**src/rtl/ifetch_unit.sv**
```systemverilog
// Instruction fetch unit: PC, combinational-ROM fetch, 2-entry instruction queue
// drained by decode, redirect steering and a sticky fetch-fault state.
module ifetch_unit #(
    parameter logic [31:0] RESET_PC = 32'h0000_0000,
    parameter logic [24:0] ROM_BASE = 25'd0
) (
    input  logic        i_clk,
    input  logic        i_reset,
    output logic [31:0] o_imem_addr,
    output logic        o_imem_rd,
    input  logic [31:0] i_imem_data,
    output logic [31:0] o_instr,
    output logic [31:0] o_instr_pc,
    output logic        o_instr_valid,
    input  logic        i_instr_ready,
    input  logic        i_redirect_valid,
    input  logic [31:0] i_redirect_target,
    input  logic        i_halt,
    output logic        o_fault,
    output logic [31:0] o_fault_addr,
    output logic [15:0] o_retired_cnt
);

    typedef enum logic [1:0] {
        ST_RUN   = 2'd0,
        ST_HALT  = 2'd1,
        ST_FAULT = 2'd2
    } state_t;

    state_t      r_state;
    logic [31:0] r_pc;
    logic [31:0] r_q_data [2];
    logic [31:0] r_q_pc   [2];
    logic        r_head;
    logic [1:0]  r_count;
    logic        r_fault;
    logic [31:0] r_fault_addr;
    logic [15:0] r_retired_cnt;

    state_t      w_state_next;
    logic [31:0] w_pc_next;
    logic [31:0] w_fault_addr_next;
    logic        w_valid;
    logic        w_pop_req;
    logic        w_attempt;
    logic        w_illegal;
    logic        w_push;
    logic        w_pop;
    logic        w_flush;
    logic        w_tail;

    assign w_valid   = (r_count != 2'd0);
    assign w_pop_req = w_valid && i_instr_ready;
    assign w_attempt = (r_state == ST_RUN) && !i_redirect_valid && ((r_count < 2'd2) || w_pop_req);
    assign w_illegal = w_attempt && (r_pc[31:7] != ROM_BASE);
    // Slot after the occupied entries; equals the head when full, which is only written alongside a pop.
    assign w_tail    = r_head ^ r_count[0];

    // Next-state and per-cycle queue/PC control, in priority order fault > redirect > halt > fetch.
    always_comb begin
        w_state_next      = r_state;
        w_pc_next         = r_pc;
        w_fault_addr_next = r_fault_addr;
        w_push            = 1'b0;
        w_pop             = 1'b0;
        w_flush           = 1'b0;
        case (r_state)
            ST_RUN, ST_HALT: begin
                if (i_redirect_valid && (i_redirect_target[1:0] != 2'b00)) begin
                    w_state_next      = ST_FAULT;
                    w_fault_addr_next = i_redirect_target;
                    w_flush           = 1'b1;
                end else if (i_redirect_valid) begin
                    w_pc_next = i_redirect_target;
                    w_flush   = 1'b1;
                end else if (w_illegal) begin
                    w_state_next      = ST_FAULT;
                    w_fault_addr_next = r_pc;
                    w_pop             = w_pop_req;
                end else if (r_state == ST_HALT) begin
                    w_state_next = i_halt ? ST_HALT : ST_RUN;
                    w_pop        = w_pop_req;
                end else if (i_halt) begin
                    w_state_next = ST_HALT;
                    w_pop        = w_pop_req;
                end else begin
                    w_push    = w_attempt;
                    w_pop     = w_pop_req;
                    w_pc_next = w_attempt ? (r_pc + 32'd4) : r_pc;
                end
            end
            ST_FAULT: begin
                w_pop = w_pop_req;
            end
            default: begin
                w_state_next = ST_FAULT;
                w_flush      = 1'b1;
            end
        endcase
    end

    // State, queue and counters; the active-low reset overrides everything.
    always_ff @(posedge i_clk) begin
        if (!i_reset) begin
            r_state       <= ST_RUN;
            r_pc          <= RESET_PC;
            r_head        <= 1'b0;
            r_count       <= 2'd0;
            r_fault       <= 1'b0;
            r_fault_addr  <= 32'h0;
            r_retired_cnt <= 16'h0;
            for (int i = 0; i < 2; i++) begin
                r_q_data[i] <= 32'h0;
                r_q_pc[i]   <= 32'h0;
            end
        end else begin
            r_state      <= w_state_next;
            r_pc         <= w_pc_next;
            r_fault_addr <= w_fault_addr_next;
            r_fault      <= (w_state_next == ST_FAULT);
            if (w_flush) begin
                r_count <= 2'd0;
                r_head  <= 1'b0;
            end else begin
                r_count <= r_count + {1'b0, w_push} - {1'b0, w_pop};
                r_head  <= r_head ^ w_pop;
            end
            if (w_push) begin
                r_q_data[w_tail] <= i_imem_data;
                r_q_pc[w_tail]   <= r_pc;
            end
            if (w_pop) begin
                r_retired_cnt <= r_retired_cnt + 16'd1;
            end
        end
    end

    assign o_imem_addr   = i_reset ? r_pc : 32'h0;
    assign o_imem_rd     = i_reset && w_push;
    assign o_instr_valid = i_reset && w_valid;
    assign o_instr       = (i_reset && w_valid) ? r_q_data[r_head] : 32'h0;
    assign o_instr_pc    = (i_reset && w_valid) ? r_q_pc[r_head] : 32'h0;
    assign o_fault       = r_fault;
    assign o_fault_addr  = r_fault_addr;
    assign o_retired_cnt = r_retired_cnt;

endmodule

```
**config.mk**
```make
export PLATFORM = sky130hd
export DESIGN_NAME = ifetch_unit
export DESIGN_NICKNAME = d
export VERILOG_FILES = /design/src/rtl/ifetch_unit.sv
export SDC_FILE = /design/constraint.sdc
export NUM_CORES = 1
export LEC_CHECK = 0
export BUFFER_PORTS_ARGS = -buffer_cell sky130_fd_sc_hd__buf_2
export CAP_MARGIN = 20
export CORE_MARGIN = 1
export CORE_UTILIZATION = 48
export CTS_CLUSTER_SIZE = 12
export DETAILED_ROUTE_END_ITERATION = 7
export GPL_ROUTABILITY_DRIVEN = 0
export GPL_TIMING_DRIVEN = 0
export PLACE_DENSITY = 0.73
export REMOVE_ABC_BUFFERS = 1
export SLEW_MARGIN = 20
export SYNTH_ARGS = -nofsm -noshare
export SYNTH_HDL_FRONTEND = slang
export SYNTH_SLANG_ARGS = --single-unit
```
**constraint.sdc**
```tcl
create_clock -name i_clk -period 7.1 [get_ports i_clk]
set_input_delay 1.065 -clock i_clk [delete_from_list [all_inputs] [get_ports i_clk]]
set_output_delay 1.065 -clock i_clk [all_outputs]
set_load 0.03 [all_outputs]
```
==> reports/results.ini <==
[status]
outcome = complete, no violations

[placement]
dp_hpwl_um = 14900
placed_cell_area_um2 = 11200
dpl.cell_count = 1329
portBuffers = 215

[route]
antenna_left = 0
wl_per_cell_um = 16.3
routed_wl_um = 22300
drt_iter0_drc = 383
first_pass_iters = 4
vias = 7146
viasPerCell = 5.21
drc = 0

[floorplanning]
std_cell_rows = 50
die_area_um2 = 20000
initial_core_util_pct = 49.5
fp.dieH_um = 142
core_um2 = 18900
die_w_um = 142
boundaryPins = 216

[global_route]
grt_use_total_pct = 22.3
overflow = 0
grt_pass1_vias = 6978
antenna_found_initial = 1
grt_pass1_wl_um = 35700
grt_max_degree = 78

[timing]
setup_viol = 0
drv_slew = 0
fin_crit_ns = 5.02
fin_skew_ns = 0.0230
fmax_mhz = 199
relSlewSlack_pct = 37.5
rsz0062_at_grt = no
whs_ns = 0.494
hold_viol_final = 0
tightest_slew_ns = 0.938
finalCritPeriodShare_pct = 70.7

[worst_setup_path]
max_stage_delay_ns = 0.75
path_delay_family = simple AND/OR/NAND/NOR gates
startpoint_type = input port
crit_path_end_kind = output port
crit_top_cell = buf_2
critPathMaxFanout = 77
slowest_stage = or4b_1
cp.required_ns = 6.03
arrival_ns = 3.95
worstPathCellList = buf_2, or2_2, nor3_1, or4b_1, nor2_8, buf_2
crit_buf_inv = 2
path_class = input port to output port

[layout]
syn2layout_area_growth_pct = 27.1
nNetsFinal = 1167
mostFrequentLayoutCell = buf_2
instances_no_fill = 1371
layout_common_cells = buf_2 (215), edfxtp_1 (128), nor2_1 (115)
fin_area_um2 = 11900
nFillCells = 1579
fin_util_pct = 62.9
drive_gt1_share_pct = 25.4

[worst_hold_path]
hold_class = flip-flop to flip-flop

[pwr]
peakVddDrop_v = 0.000141
power.total_mw = 2.94
power_leakage_nw = 5.16
pwr_density_cell_nw_per_um2 = 248

[cts]
cts.hold.buffers_added = 0
cts.clk_slew.worst_paths_ns = 0.06
h-tree-depth = 1
cts_buffers = 23
cts_buffer_depth = 3
clk_latency_ns = 0.51
clock-sinks = 214
cts_root_buf = clkbuf_16
cts_tree = built
cts_resized = 0
post_cts.repair.setup_buffers = 0

[yosys]
postSynth.asyncResetShare_pct = 0
yosys_warnings = 0
syn_inst = 851
ys_ff_latch = 214
avgSynthCellArea_um2 = 11.0
synth-edff-count = 128
ys_seq_area_share_pct = 59.5
yosysUniqueCellTypes = 49
synth-main-ff-cell = edfxtp_1
netlist_area_um2 = 9350

[job]
cap_violations = 0

[Yosys cell counts (3+ instances only)]
cell	number	share of area [%]
or3_1	7	0.47
xnor2_1	11	1.0
clkbuf_1	52	2.1
and3_1	78	5.2
a311oi_1	30	2.8
o41ai_1	5	0.47
or4_1	3	0.24
o2bb2ai_1	4	0.37
o21a_1	5	0.40
inv_1	13	0.52
and2_1	28	1.9
ha_1	4	0.54
nand2_1	96	3.9
dfxtp_1	86	18
nor3_1	9	0.48
buf_6	4	0.48
nor2_1	115	4.6
nand3_1	5	0.27
clkbuf_2	3	0.16
nand4_1	7	0.47
a22o_1	20	1.9
edfxtp_1	128	41
nor4_1	6	0.40
o31ai_1	3	0.24
xor2_1	3	0.28
o21ai_0	14	0.75
a21oi_1	12	0.64
mux2i_1	70	7.5
o22ai_1	3	0.20
[worst reg2reg max path, stage by stage, from the launching register on]
cell     delay, ns
dfxtp_1       0.33
or4_1         0.56
or3_4         0.41
or4b_1        0.74
o21ai_4       0.65
buf_16        0.23
buf_16        0.17
buf_16        0.19
[final timing paths]
check | start | to | slack [ns] | cells past startpoint
worst max-delay path | i_redirect_valid | o_imem_rd | 2.08 | 6
worst min-delay path | o_fault_addr[30]$_SDFFE_PN0P_ | o_fault_addr[30]$_SDFFE_PN0P_ | 0.49 | 2
worst max register to register | r_pc[22]$_SDFFE_PN0P_ | r_q_data[1][7]$_SDFFCE_PN0P_ | 3.51 | 7
worst min register to register | o_fault_addr[30]$_SDFFE_PN0P_ | o_fault_addr[30]$_SDFFE_PN0P_ | 0.49 | 2
[where the power goes]
| group | internal (mW) | switching (mW) | total, mW |
|---|---|---|---|
| combinational | 0.122 | 0.240 | 0.363 |
| sequential | 1.39 | 0.0373 | 1.43 |
| clock | 0.682 | 0.469 | 1.15 |
[area by class of cell]
class	instances	area, um2	share of cell area (%)
antenna	1	2.50	0.0211
clock buffer	37	709	5.97
clock inverter	4	23.8	0.200
inverter	15	57.6	0.484
multi-input combinational	608	3730	31.4
sequential	214	5570	46.8
tap	260	325	2.74
timing repair buffer	232	1470	12.4
[cell families after synthesis]
group / synth area share, %
buffers and inverters: 3.55
multiplexers: 7.49
AO/OA/AOI/OAI: 8.43
XOR/XNOR: 1.31
AND/OR/NAND/NOR: 19.1
other: 0.0401
flip-flops: 59.5
adder cells (fa/ha/maj): 0.535
[state kept, by name (all words and copies together) (netlist names)]
register,flops
o_fault,1
o_fault_addr,32
r_pc,32
r_q_pc,64
r_head,1
o_retired_cnt,16
r_state,2
r_q_data,64
r_count,2
[metrics by stage]
step,worst slack (ns),TNS (ns)
6_report,2.08,0
5_1_grt,1.90,0
4_1_cts,2.11,0
3_5_place_dp,2.11,0
3_3_place_gp,-7.00,-920.87
2_1_floorplan,-1.81,-229.13
[per-layer routing]
metal	vias to the layer above	wire [um]	global-route usage, %
met5	-	0	0
li1	3530	-	-
met3	32	1690	5.64
met4	0	393	6.23
met1	3358	9410	27.2
met2	226	10900	38.9
Note: power is estimated with default switching activity, not from simulation.
